[config.mk]
export PLATFORM = sky130hd
export DESIGN_NAME = mem_sram_ctrl_flat
export DESIGN_NICKNAME = d
export VERILOG_FILES = /design/src/rtl/mem_sram_ctrl_if.sv /design/src/rtl/mem_sram_ctrl.sv /design/src/flat_wrapper.sv
export SDC_FILE = /design/constraint.sdc
export NUM_CORES = 1
export LEC_CHECK = 0
export CAP_MARGIN = 20
export CORE_MARGIN = 5
export CORE_UTILIZATION = 23
export DETAILED_ROUTE_END_ITERATION = 8
export GPL_TIMING_DRIVEN = 0
export PLACE_DENSITY = 0.53
export REMOVE_ABC_BUFFERS = 1
export SLEW_MARGIN = 20
export SYNTH_ARGS = -nofsm -noshare
export SYNTH_HDL_FRONTEND = slang
export SYNTH_SLANG_ARGS = --single-unit
[constraint.sdc]
create_clock -name clk -period 5.19 [get_ports clk]
set_clock_uncertainty 0.1 [all_clocks]
set_input_delay 1.2975 -clock clk [delete_from_list [all_inputs] [get_ports clk]]
set_output_delay 1.2975 -clock clk [all_outputs]
set_load 0.01 [all_outputs]
[src/rtl/mem_sram_ctrl_if.sv]
// Pipeline-side bus of the memory-stage SRAM controller: request operands from
// EXE/MEM, load data back to MEM/WB, and the low-active freeze (ready).
interface mem_sram_ctrl_if;
    logic        rd_en;
    logic        wr_en;
    logic [31:0] address;
    logic [31:0] wdata;
    logic [31:0] rdata;
    logic        ready;

    modport master (output rd_en, wr_en, address, wdata, input rdata, ready);
    modport slave  (input rd_en, wr_en, address, wdata, output rdata, ready);
endinterface

[src/rtl/mem_sram_ctrl.sv]
// Memory-stage controller: splits each 32-bit load/store into two timed
// half-word accesses on a 16-bit asynchronous SRAM, freezing the pipeline meanwhile.
module mem_sram_ctrl #(
    parameter int unsigned WAIT_CYCLES = 1,
    parameter int unsigned BASE_ADDR   = 1024,
    parameter int unsigned SRAM_AW     = 18
) (
    input  logic               clk,
    input  logic               rst,
    mem_sram_ctrl_if.slave     bus,
    output logic [SRAM_AW-1:0] o_sram_addr,
    output logic [15:0]        o_sram_dq_out,
    output logic               o_sram_dq_oe,
    input  logic [15:0]        i_sram_dq_in,
    output logic               o_sram_we_n
);
    typedef enum logic [1:0] {S_IDLE, S_LOW, S_HIGH, S_DONE} state_t;

    localparam int         IDX_W   = SRAM_AW - 1;
    localparam logic [2:0] LP_LAST = 3'(WAIT_CYCLES);

    state_t             r_state;
    state_t             w_next_state;
    logic [2:0]         r_count;
    logic               r_is_write;
    logic [IDX_W-1:0]   r_word_idx;
    logic [31:0]        r_wdata;
    logic [15:0]        r_rdata_lo;
    logic [31:0]        r_rdata;
    logic [SRAM_AW-1:0] r_addr_hold;

    logic               w_req;
    logic               w_in_phase;
    logic               w_phase_end;
    logic [IDX_W-1:0]   w_word_idx;

    assign w_req       = bus.rd_en | bus.wr_en;
    assign w_in_phase  = (r_state == S_LOW) || (r_state == S_HIGH);
    assign w_phase_end = (r_count == LP_LAST);
    // Addresses below BASE_ADDR wrap through the modulo of the truncation.
    assign w_word_idx  = IDX_W'((bus.address - 32'(BASE_ADDR)) >> 2);
    assign bus.rdata   = r_rdata;

    always_comb begin
        // NOTE: every output gets a default before the case so no path leaves
        // a signal unassigned, which would otherwise infer a latch.
        w_next_state  = r_state;
        bus.ready     = 1'b0;
        o_sram_addr   = r_addr_hold;
        o_sram_dq_out = 16'h0000;
        o_sram_dq_oe  = 1'b0;
        o_sram_we_n   = 1'b1;
        case (r_state)
            S_IDLE: begin
                bus.ready = !w_req;
                if (w_req) w_next_state = S_LOW;
            end
            S_LOW: begin
                o_sram_addr = {r_word_idx, 1'b0};
                if (r_is_write) begin
                    o_sram_dq_out = r_wdata[15:0];
                    o_sram_dq_oe  = 1'b1;
                    o_sram_we_n   = 1'b0;
                end
                if (w_phase_end) w_next_state = S_HIGH;
            end
            S_HIGH: begin
                o_sram_addr = {r_word_idx, 1'b1};
                if (r_is_write) begin
                    o_sram_dq_out = r_wdata[31:16];
                    o_sram_dq_oe  = 1'b1;
                    o_sram_we_n   = 1'b0;
                end
                if (w_phase_end) w_next_state = S_DONE;
            end
            S_DONE: begin
                bus.ready    = 1'b1;
                w_next_state = S_IDLE;
            end
            default: w_next_state = S_IDLE;
        endcase
    end

    // NOTE: state is updated with non-blocking assignments so every register
    // samples the pre-edge values regardless of statement order.
    always_ff @(posedge clk or posedge rst) begin
        if (rst) begin
            r_state     <= S_IDLE;
            r_count     <= 3'd0;
            r_is_write  <= 1'b0;
            r_word_idx  <= '0;
            r_wdata     <= 32'h0;
            r_rdata_lo  <= 16'h0;
            r_rdata     <= 32'h0;
            r_addr_hold <= '0;
        end else begin
            r_state <= w_next_state;
            if (w_next_state != r_state || !w_in_phase) begin
                r_count <= 3'd0;
            end else begin
                r_count <= r_count + 3'd1;
            end

            // Operands are captured once so upstream changes mid-access are ignored.
            if (r_state == S_IDLE && w_req) begin
                r_is_write <= bus.wr_en;
                r_word_idx <= w_word_idx;
                r_wdata    <= bus.wdata;
            end

            if (w_in_phase) r_addr_hold <= o_sram_addr;

            if (!r_is_write && w_phase_end) begin
                if (r_state == S_LOW)  r_rdata_lo <= i_sram_dq_in;
                if (r_state == S_HIGH) r_rdata    <= {i_sram_dq_in, r_rdata_lo};
            end
        end
    end
endmodule

[src/flat_wrapper.sv]
// flat-port wrapper written by rule: the top's interface ports become plain ports
module mem_sram_ctrl_flat 
#(
    parameter int unsigned WAIT_CYCLES = 1,
    parameter int unsigned BASE_ADDR   = 1024,
    parameter int unsigned SRAM_AW     = 18
)
  (clk, rst, o_sram_addr, o_sram_dq_out, o_sram_dq_oe, i_sram_dq_in, o_sram_we_n, bus_rd_en, bus_wr_en, bus_address, bus_wdata, bus_rdata, bus_ready);
  mem_sram_ctrl_if bus_i ();
  input  logic clk;
  input  logic rst;
  output logic [SRAM_AW-1:0] o_sram_addr;
  output logic [15:0] o_sram_dq_out;
  output logic o_sram_dq_oe;
  input  logic [15:0] i_sram_dq_in;
  output logic o_sram_we_n;
  input wire logic [$bits(bus_i.rd_en)-1:0] bus_rd_en;
  input wire logic [$bits(bus_i.wr_en)-1:0] bus_wr_en;
  input wire logic [$bits(bus_i.address)-1:0] bus_address;
  input wire logic [$bits(bus_i.wdata)-1:0] bus_wdata;
  output wire logic [$bits(bus_i.rdata)-1:0] bus_rdata;
  output wire logic [$bits(bus_i.ready)-1:0] bus_ready;
  assign bus_i.rd_en = bus_rd_en;
  assign bus_i.wr_en = bus_wr_en;
  assign bus_i.address = bus_address;
  assign bus_i.wdata = bus_wdata;
  assign bus_rdata = bus_i.rdata;
  assign bus_ready = bus_i.ready;
  mem_sram_ctrl #(.WAIT_CYCLES(WAIT_CYCLES), .BASE_ADDR(BASE_ADDR), .SRAM_AW(SRAM_AW)) u_core (.clk(clk), .rst(rst), .bus(bus_i), .o_sram_addr(o_sram_addr), .o_sram_dq_out(o_sram_dq_out), .o_sram_dq_oe(o_sram_dq_oe), .i_sram_dq_in(i_sram_dq_in), .o_sram_we_n(o_sram_we_n));
endmodule
==> Word level (Yosys, flattened, before mapping) <==
Cells that the tools add are included.
{ "word_totals": {"output_inout_bits": 69, "reg_bits": 121, "input_bits": 84, "wordCells": 41} }
{ "classes": {"eq_ne": 5, "reduce_logical": 11, "n_mux": 14, "n_bitwise": 1, "add_sub_neg": 2} }
{ "ops": {"columns": ["op", "count"], "rows": [
  ["18-bit one-hot mux with 2 select lines", 1],
  ["16-bit 2-to-1 mux", 2],
  ["16-bit one-hot mux with 2 select lines", 1],
  ["19-bit by 11-bit subtractor with 19-bit output, second input constant", 1],
  ["2-bit one-hot mux with 4 select lines", 1],
  ["2-bit 2-to-1 mux", 3],
  ["2-bit == test, second input constant", 2],
  ["1-bit 2-to-1 mux", 4],
  ["2-bit AND reduction", 2],
  ["3-bit by 1-bit adder with 3-bit output, second input constant", 1],
  ["3-bit by 1-bit == test with 1-bit output, second input constant", 1],
  ["1-bit zero test", 3],
  ["3-bit 2-to-1 mux", 1],
  ["2-bit by 1-bit == test with 1-bit output, second input constant", 1],
  ["1-bit logical AND", 2],
  ["2-bit zero test", 1],
  ["1-bit logical OR", 2],
  ["2-bit inequality test", 1],
  ["1-bit one-hot mux with 2 select lines", 1],
  ["2-bit OR reduction", 1],
  ["1-bit bitwise OR", 1]
]} }

==> Depth between registers and ports, before layout <==
Gate-level depths: netlist of run 1.
{ "logic_depth": {"word_depth": 6, "mapped_depth": 7, "ltp_nobuf": 6} }

==> Worst setup path after synthesis of run 1 <==
Ideal clock, no wire load.
{ "synth_timing": {"path_type": "input-to-output", "start": "input port bus_wr_en", "end": "output port bus_ready", "path_buffers": 0, "t_arrival_ns": 1.689, "path_slack_ns": 2.103, "cell_stages": 3, "required_ns": 3.793, "path_cell_list": "nor2_1 a21oi_1 nor2_1"} }
{ "synth_via": {"elab_chain_len": 3} }
{ "synth_rtl": {"columns": ["element", "line", "source"], "rows": [
  ["from (decl)", "flat_wrapper.sv:18", "input wire logic [$bits(bus_i.wr_en)-1:0] bus_wr_en;"],
  ["1-bit bitwise OR", "mem_sram_ctrl.sv:37", "assign w_req = bus.rd_en | bus.wr_en;"],
  ["1-bit zero test", "mem_sram_ctrl.sv:55", "bus.ready = !w_req;"],
  ["1-bit one-hot mux with 2 select lines", "mem_sram_ctrl.sv:53", "case (r_state)"],
  ["to (decl)", "flat_wrapper.sv:22", "output wire logic [$bits(bus_i.ready)-1:0] bus_ready;"]
]} }
Every way passes these cells.

==> Final worst setup path of run 1 <==
{ "layout_timing": {"start": "register u_core.r_state[1]", "end": "output port o_sram_addr[1]"} }
{ "layout_via": {"elab_chain_len": 2, "word_cells_on_any_way": 3} }
{ "layout_rtl": {"columns": ["element", "line", "source"], "rows": [
  ["from (decl)", "mem_sram_ctrl.sv:22", "state_t r_state;"],
  ["from (signal assigned)", "mem_sram_ctrl.sv:97", "r_state <= w_next_state;"],
  ["2-bit == test or 2-bit by 1-bit == test with 1-bit output (tied branches)", "mem_sram_ctrl.sv:53", null],
  ["18-bit one-hot mux with 2 select lines *", "mem_sram_ctrl.sv:53", null],
  ["to (decl)", "flat_wrapper.sv:12", "output logic [SRAM_AW-1:0] o_sram_addr;"]
]} }
Mark *: on every way between the ends. The rest lies on a longest branch, timed or not.

==> summary.txt, run 1 <==
status - finished clean
Placed Area - 6920 um2
Final HPWL DP - 8550 um
port bufs - 137
# Post-CTS Setup Buffers - 0
Root Driver - clkbuf_16
Worst Setup Start Kind - flip-flop
crit path max fanout - 22
Setup crit start - u_core.r_state[1]
vias per std cell - 4.24
reg2reg end - u_core.bus.rdata[15]
final hold vios - 0
height of the die - 160 um
Routed WL - 12100 um
worst setup margin - 0.393 ns
post-route cell area - 7500 um2
Post-route DRC - 0
Clock transition at path regs - 0.05 ns
min cycle time layout - 4.80 ns
die area - 25600 um2
R2R depth - 6
die width - 160 um
routability cong. - 0.766
Setup Viol. Count Final - 0
hold slack - 0.380 ns
Worst R2R Setup Slack - 2.17 ns
clock tree buffer depth - 2
Synth-to-Final Area Change - 44.8%
via count - 3600
mapped cell area - 5180 um2
First-pass DRT Iterations - 6
initial antenna violation count - 0
Num CTS Buffers - 17
routed len/inst - 14.2 um
GRT Util Overall - 9.57%
H-Tree Depth - 4
largest net degree at the start of global routing - 65
core area - 22400 um2
Initial DRC Count - 121
starting density of the core - 23.1%
synthesized flop and latch total - 121
Mapped Avg Cell Area - 12.4 um2
post-synthesis async set-or-reset flop share - 100%
Slew Limit Fails - 0
Max IR drop VDD - 0.000186 V
HP Class - flip-flop to flip-flop
Cell Pwr Density - 597 nW/um2
Final #Nets - 646
Worst R2R Start - u_core.r_state[0]
post-synthesis sequential area ratio - 58.5%
Post-Synthesis Cells - 416
share of layout cells above drive strength 1 - 22.8%
number of enable flip-flop cells after synthesis - 0
period utilisation layout - 92.4%
Synth Flop Type - dfrtp_1
Slew @ Worst Pin - 0.980 ns
TritonCTS sink count - 121
Antenna Nets Post-Route - 0
MaxCap Viol Count - 0
Netlist cell types - 35
Max-slew headroom - 34.6%
Critical Path RT - 3.79 ns
CP arrival - 3.40 ns
P_leak - 3.11 nW
Post-Place Setup Slack - 0.516 ns
CTS tree - yes
fmax - 208 MHz
Setup crit end kind - output pin
RSZ-0062 raised after global routing - no
most common cell after layout, fill and taps aside - clkdlybuf4s50_1
CP Class - flip-flop to output pin
num ports - 153
Row Count - 55
Post-CTS Resized - 0
Critical Path Sink - o_sram_addr[1]
commonest non-fill, non-tap cells in the layout - clkdlybuf4s50_1, dfrtp_1, mux2_2, o21ai_0, nand2_1
first-pass GRT wire length - 19800 um
Post-CTS Hold Fix Bufs - 0
grt ovf - 0
vias in the first global route - 3862
clock insertion delay at the later pin of the skew report - 0.40 ns
synth warn - 0
diodes inserted - 0
==> flip-flops by register name, summed over array words and instances (netlist names) <==
signal,flops
u_core.r_count,3
u_core.r_wdata,32
u_core.r_word_idx,17
u_core.r_state,2
u_core.r_addr_hold,18
u_core.r_rdata_lo,16
u_core.r_is_write,1
u_core.bus.rdata,32
==> worst max-delay path: stages (launching register included) <==
cell             delay (ns)
dfrtp_1                0.43
inv_1                  0.16
ha_1                   0.83
o21a_1                 0.68
nand2_1                0.16
o21ai_0                0.15
clkdlybuf4s50_1        0.58
==> routing by layer <==
layer | routed length [um] | GRT usage [%] | up-vias
li1 | - | - | 1709
met1 | 5370 | 11.5 | 1769
met2 | 5820 | 15.5 | 109
met3 | 684 | 3.35 | 13
met4 | 212 | 4.03 | 0
met5 | 0 | 0 | -
==> per-stage QoR <==
stage          instances  utilization, %  power [mW]  TNS, ns
2_1_floorplan        394               -        2.53        0
3_3_place_gp         816            30.3        3.29  -197.18
4_1_cts              850            33.4        4.57        0
5_1_grt              850            33.4        4.78        0
6_report             850            33.4        4.47        0
3_5_place_dp         820            30.8        3.36        0
==> kinds of logic after synthesis <==
family	share of synthesized area, %
flip-flops	58.5
multiplexers	19.8
AO/OA/AOI/OAI	8.34
AND/OR/NAND/NOR	6.31
buffers and inverters	4.01
adder cells (fa/ha/maj)	1.93
XOR/XNOR	1.18
==> power by group <==
part	switching, mW	total (mW)	internal [mW]
clock network	0.407	1.16	0.756
logic	0.781	1.74	0.958
registers	0.205	1.57	1.37
total	1.39	4.47	3.08
==> how the worst min path moves through the flow <==
stage                                      from                     to  slack [ns]  cells after the start
after floorplan               u_core.r_count[0]      u_core.r_count[0]        0.35                      1
after global placement        u_core.r_count[0]      u_core.r_count[0]        0.36                      1
after detailed placement  u_core.r_word_idx[11]  u_core.r_word_idx[11]        0.37                      2
after CTS                 u_core.r_word_idx[11]  u_core.r_word_idx[11]        0.38                      2
after global routing      u_core.r_word_idx[15]  u_core.r_word_idx[15]        0.40                      2
final                     u_core.r_word_idx[11]  u_core.r_word_idx[11]        0.38                      2
==> cell type report <==
cell class                 count  area (um2)
fill                        2230       14900
sequential                   121        3030
multi-input combinational    249        1960
timing repair buffer         141        1480
clock buffer                  20         447
tap                          285         357
clock inverter                10         128
inverter                      24        95.1
==> cell usage after synthesis, types with 3 or more instances <==
| library cell | number | area, um2 |
|---|---|---|
| dfrtp_1 | 121 | 3030 |
| mux2_2 | 88 | 991 |
| o21ai_0 | 46 | 230 |
| nand2_1 | 34 | 128 |
| inv_1 | 24 | 90.1 |
| nor2_1 | 23 | 86.3 |
| a22oi_1 | 16 | 120 |
| buf_2 | 10 | 50.1 |
| ha_1 | 8 | 100 |
| clkbuf_1 | 7 | 26.3 |
| xor2_1 | 4 | 35.0 |
| a21oi_1 | 3 | 15.0 |
| buf_4 | 3 | 22.5 |
| xnor2_1 | 3 | 26.3 |
Power figures use the tool's default switching activity.
==> inputs of run 2 (changes only) <==
--- a/config.mk
+++ b/config.mk
@@ -9,8 +9,9 @@
 export CORE_MARGIN = 5
 export CORE_UTILIZATION = 23
 export DETAILED_ROUTE_END_ITERATION = 8
+export DONT_BUFFER_PORTS = 1
 export GPL_TIMING_DRIVEN = 0
-export PLACE_DENSITY = 0.53
+export PLACE_DENSITY = 0.44
 export REMOVE_ABC_BUFFERS = 1
 export SLEW_MARGIN = 20
 export SYNTH_ARGS = -nofsm -noshare
==> summary.txt, run 2 (synthesis results as in run 1) <==
Worst R2R Setup Slack - 2.19 ns
diodes inserted - 0
reg2reg end - u_core.r_rdata_lo[6]
clock tree buffer depth - 2
Placed Area - 5540 um2
RSZ-0062 raised after global routing - no
initial antenna violation count - 0
First-pass DRT Iterations - 4
Hold Startpoint - u_core.r_count[0]
CTS tree - yes
Worst R2R Start - u_core.r_state[1]
first-pass GRT wire length - 18900 um
Final #Nets - 509
largest net degree at the start of global routing - 76
final core utilization - 27.4%
P_leak - 2.61 nW
height of the die - 160 um
Synth-to-Final Area Change - 18.8%
share of layout cells above drive strength 1 - 30.9%
Post-Layout Cell Count - 715
CP Class - flip-flop to output pin
Slew @ Worst Pin - 1.03 ns
via count - 3113
Setup Viol. Count Final - 0
hold slack - 0.379 ns
met3 Track Usage GR - 4.52%
post-route cell area - 6150 um2
TritonCTS sink count - 121
busiest grt layer - met2
vias in the first global route - 3377
Slew Limit Fails - 0
R2R depth - 4
crit path max fanout - 40
grt ovf - 0
Antenna Nets Post-Route - 0
GR Util met2 - 14.8%
Num CTS Buffers - 17
met1 Track Usage GR - 11.1%
num ports - 153
Max IR drop VDD - 0.000233 V
Post-route DRC - 0
status - finished clean
placed cells - 683
MaxCap Viol Count - 0
clock insertion delay at the later pin of the skew report - 0.41 ns
Root Driver - clkbuf_16
final hold vios - 0
Setup crit end kind - output pin
Critical Path RT - 3.79 ns
Initial DRC Count - 115
hold path cells - 1
port bufs - 0
Hold Path Sink - u_core.r_count[0]
Post-CTS Resized - 0
CP arrival - 2.96 ns
Cell Pwr Density - 659 nW/um2
period utilisation layout - 84.0%
H-Tree Depth - 4
# Post-CTS Setup Buffers - 0
HP Class - flip-flop to flip-flop
GRT Util Overall - 9.39%
die width - 160 um
commonest non-fill, non-tap cells in the layout - dfrtp_1, mux2_2, o21ai_0, nand2_1
min cycle time layout - 4.36 ns
setup tns final - 0 ns
core area - 22400 um2
Routed WL - 11600 um
most common cell after layout, fill and taps aside - dfrtp_1
Post-CTS Hold Fix Bufs - 0
fmax - 229 MHz
Max-slew headroom - 31.1%
Worst Setup Start Kind - flip-flop
routed len/inst - 16.2 um
Clock transition at path regs - 0.06 ns
routability cong. - 0.673
vias per std cell - 4.35
die area - 25600 um2
starting density of the core - 23.1%
Row Count - 55
Final HPWL DP - 7990 um
==> run 2: where the power goes <==
group | switching [mW] | total, mW | internal, mW
registers | 0.274 | 1.64 | 1.37
clock network | 0.445 | 1.22 | 0.771
logic | 0.653 | 1.19 | 0.542
total | 1.37 | 4.05 | 2.68
==> run 2: worst max-delay path by stage <==
stage / start / to / slack (ns) / cells after the start
final: u_core.r_state[1] / o_sram_dq_out[6] / 0.83 / 4
after global routing: u_core.r_state[1] / o_sram_dq_out[6] / 0.54 / 4
after CTS: u_core.r_state[0] / o_sram_dq_out[6] / 0.28 / 4
after detailed placement: u_core.r_state[0] / o_sram_dq_out[6] / 0.74 / 4
after global placement: rst / u_core.r_addr_hold[17] / -0.82 / 1
after floorplan: rst / u_core.bus.rdata[0] / 0.58 / 1
==> run 2: per-layer routing <==
metal / share of wire [%] / vias to the layer above
li1: - / 1439
met1: 43 / 1556
met2: 48 / 107
met3: 7.8 / 11
met4: 1.8 / 0
met5: 0 / -
==> run 2: area by class of cell <==
class                      count  area [um2]
timing repair buffer           4         103
tap                          285         357
clock inverter                14         170
sequential                   121        3030
clock buffer                  18         439
inverter                      24        95.1
multi-input combinational    249        1960
fill                        2306       16300
==> run 2: stage by stage <==
stage	worst slack [ns]	power, mW
2_1_floorplan	0.578	2.53
3_3_place_gp	-0.818	2.81
3_5_place_dp	0.739	2.89
4_1_cts	0.279	4.14
5_1_grt	0.541	4.35
6_report	0.833	4.05
==> run 2: critical path, cell delays in order, from the launching register on <==
cell,delay (ns)
dfrtp_1,0.43
inv_1,0.15
ha_2,0.77
nand2_1,0.71
nor2_1,0.49
==> inputs of run 3 (changes only) <==
--- a/config.mk
+++ b/config.mk
@@ -11,7 +11,7 @@
 export DETAILED_ROUTE_END_ITERATION = 8
 export DONT_BUFFER_PORTS = 1
 export GPL_TIMING_DRIVEN = 0
-export PLACE_DENSITY = 0.44
+export PLACE_DENSITY = 0.45
 export REMOVE_ABC_BUFFERS = 1
 export SLEW_MARGIN = 20
 export SYNTH_ARGS = -nofsm -noshare
==> constraint.sdc (replaced) <==
create_clock -name clk -period 3.9 [get_ports clk]
set_clock_uncertainty 0.1 [all_clocks]
set_input_delay 0.975 -clock clk [delete_from_list [all_inputs] [get_ports clk]]
set_output_delay 0.975 -clock clk [all_outputs]
set_load 0.01 [all_outputs]
==> summary.txt, run 3 (synthesis results as in run 1) <==
status - finished clean
initial antenna violation count - 0
Post-Place Setup Slack - -0.215 ns
Final #Nets - 510
MaxCap Viol Count - 0
Setup crit start - u_core.r_state[1]
routed len/inst - 16.2 um
setup tns final - 0 ns
Worst R2R Setup Slack - 1.19 ns
diodes inserted - 0
clock network power share - 30.4%
num ports - 153
Critical Path RT - 2.82 ns
RSZ-0062 raised after global routing - no
Clock transition at path regs - 0.05 ns
Max-slew headroom - 40.8%
net switching power - 1.83 mW
share of layout cells above drive strength 1 - 31.6%
H-Tree Depth - 4
clock insertion delay at the later pin of the skew report - 0.41 ns
final core utilization - 27.8%
reg2reg end - u_core.r_rdata_lo[2]
GRT Util Overall - 9.37%
routability cong. - 0.681
commonest non-fill, non-tap cells in the layout - dfrtp_1, mux2_2, o21ai_0, nand2_1
First-pass DRT Iterations - 4
CP arrival - 2.44 ns
crit path max fanout - 22
grt ovf - 0
Slew Limit Fails - 0
Comb pwr share - 30.1%
port bufs - 0
# Post-CTS Setup Buffers - 0
Root Driver - clkbuf_16
clock tree buffer depth - 2
starting density of the core - 23.1%
TritonCTS sink count - 121
die width - 160 um
period utilisation layout - 90.0%
sequential share of power - 39.6%
die area - 25600 um2
Num CTS Buffers - 17
Routed WL - 11600 um
Sw Ratio - 33.1%
Critical Path Sink - o_sram_addr[13]
Worst Setup Start Kind - flip-flop
Row Count - 55
fill cell total of the finished layout - 2322
height of the die - 160 um
CTS tree - yes
P_int - 3.69 mW
P_leak - 2.63 nW
Worst R2R Start - u_core.r_state[1]
Post-route DRC - 0
Initial DRC Count - 124
worst setup margin - 0.390 ns
Slew @ Worst Pin - 0.887 ns
Antenna Nets Post-Route - 0
Cell Pwr Density - 887 nW/um2
via count - 3107
min cycle time layout - 3.51 ns
first-pass GRT wire length - 18900 um
largest net degree at the start of global routing - 74
most common cell after layout, fill and taps aside - dfrtp_1
HP Class - primary input to asynchronous set/reset pin
R2R depth - 4
Setup crit end kind - output pin
Power, Total - 5.53 mW
core area - 22400 um2
hold slack - 0.354 ns
Synth-to-Final Area Change - 20.2%
vias per std cell - 4.34
Final HPWL DP - 8040 um
Max IR drop VDD - 0.000277 V
final hold vios - 0
Setup Viol. Count Final - 0
CP Class - flip-flop to output pin
vias in the first global route - 3436
fmax - 285 MHz
## run 3: metal layers
layer	vias to the layer above	track usage (%)	part of all wire (%)
met5	-	0	0
met4	0	3.05	1.1
met3	10	4.70	8.4
met2	100	14.8	47
met1	1560	11.1	43
li1	1437	-	-
## run 3: area by class of cell
cell class	instances	area, um2	share of cell area [%]
Inverter	24	95.1	1.53
Timing Repair Buffer	5	138	2.21
Multi-Input combinational cell	249	1980	31.8
Tap cell	285	357	5.73
Sequential cell	121	3030	48.6
Clock inverter	11	169	2.71
Clock buffer	21	460	7.39
## run 3: how the worst min path moves through the flow
stage,startpoint,endpoint,slack [ns],cells after the start
6_report,rst,u_core.r_addr_hold[4],0.35,1
4_1_cts,rst,u_core.r_word_idx[15],0.35,1
2_1_floorplan,u_core.r_count[0],u_core.r_count[0],0.35,1
3_3_place_gp,u_core.r_word_idx[11],u_core.r_word_idx[11],0.36,2
5_1_grt,rst,u_core.r_word_idx[3],0.38,1
3_5_place_dp,u_core.r_word_idx[11],u_core.r_word_idx[11],0.37,2
## run 3: stage by stage
step | cells | area (um2)
6_report | 716 | 6230
5_1_grt | 716 | 6230
4_1_cts | 716 | 6220
3_5_place_dp | 684 | 5580
3_3_place_gp | 679 | 5420
2_1_floorplan | 394 | 5060
## run 3: repair_timing
action	CTS	global route
setup endpoints to repair	35	17
endpoints found under the hold margin	0	0
gates resized for setup	5	1
hold buffers	0	0
## run 3: worst max-delay path, cell delays in order, from the launching register on
cell and delay (ns):
dfrtp_1 0.43, inv_1 0.21, ha_2 0.59, o21a_2 0.47, nand2_1 0.13, o21ai_0 0.20
## run 3: power groups by stage
stage | combinational (mW) | sequential (mW) | clock, mW
finish | 1.66 | 2.19 | 1.68
global route | 1.86 | 2.26 | 1.80
CTS | 1.68 | 2.19 | 1.75
floorplan | 1.25 | 2.11 | 0
detailed placement | 1.66 | 2.22 | 0
global placement | 1.56 | 2.19 | 0
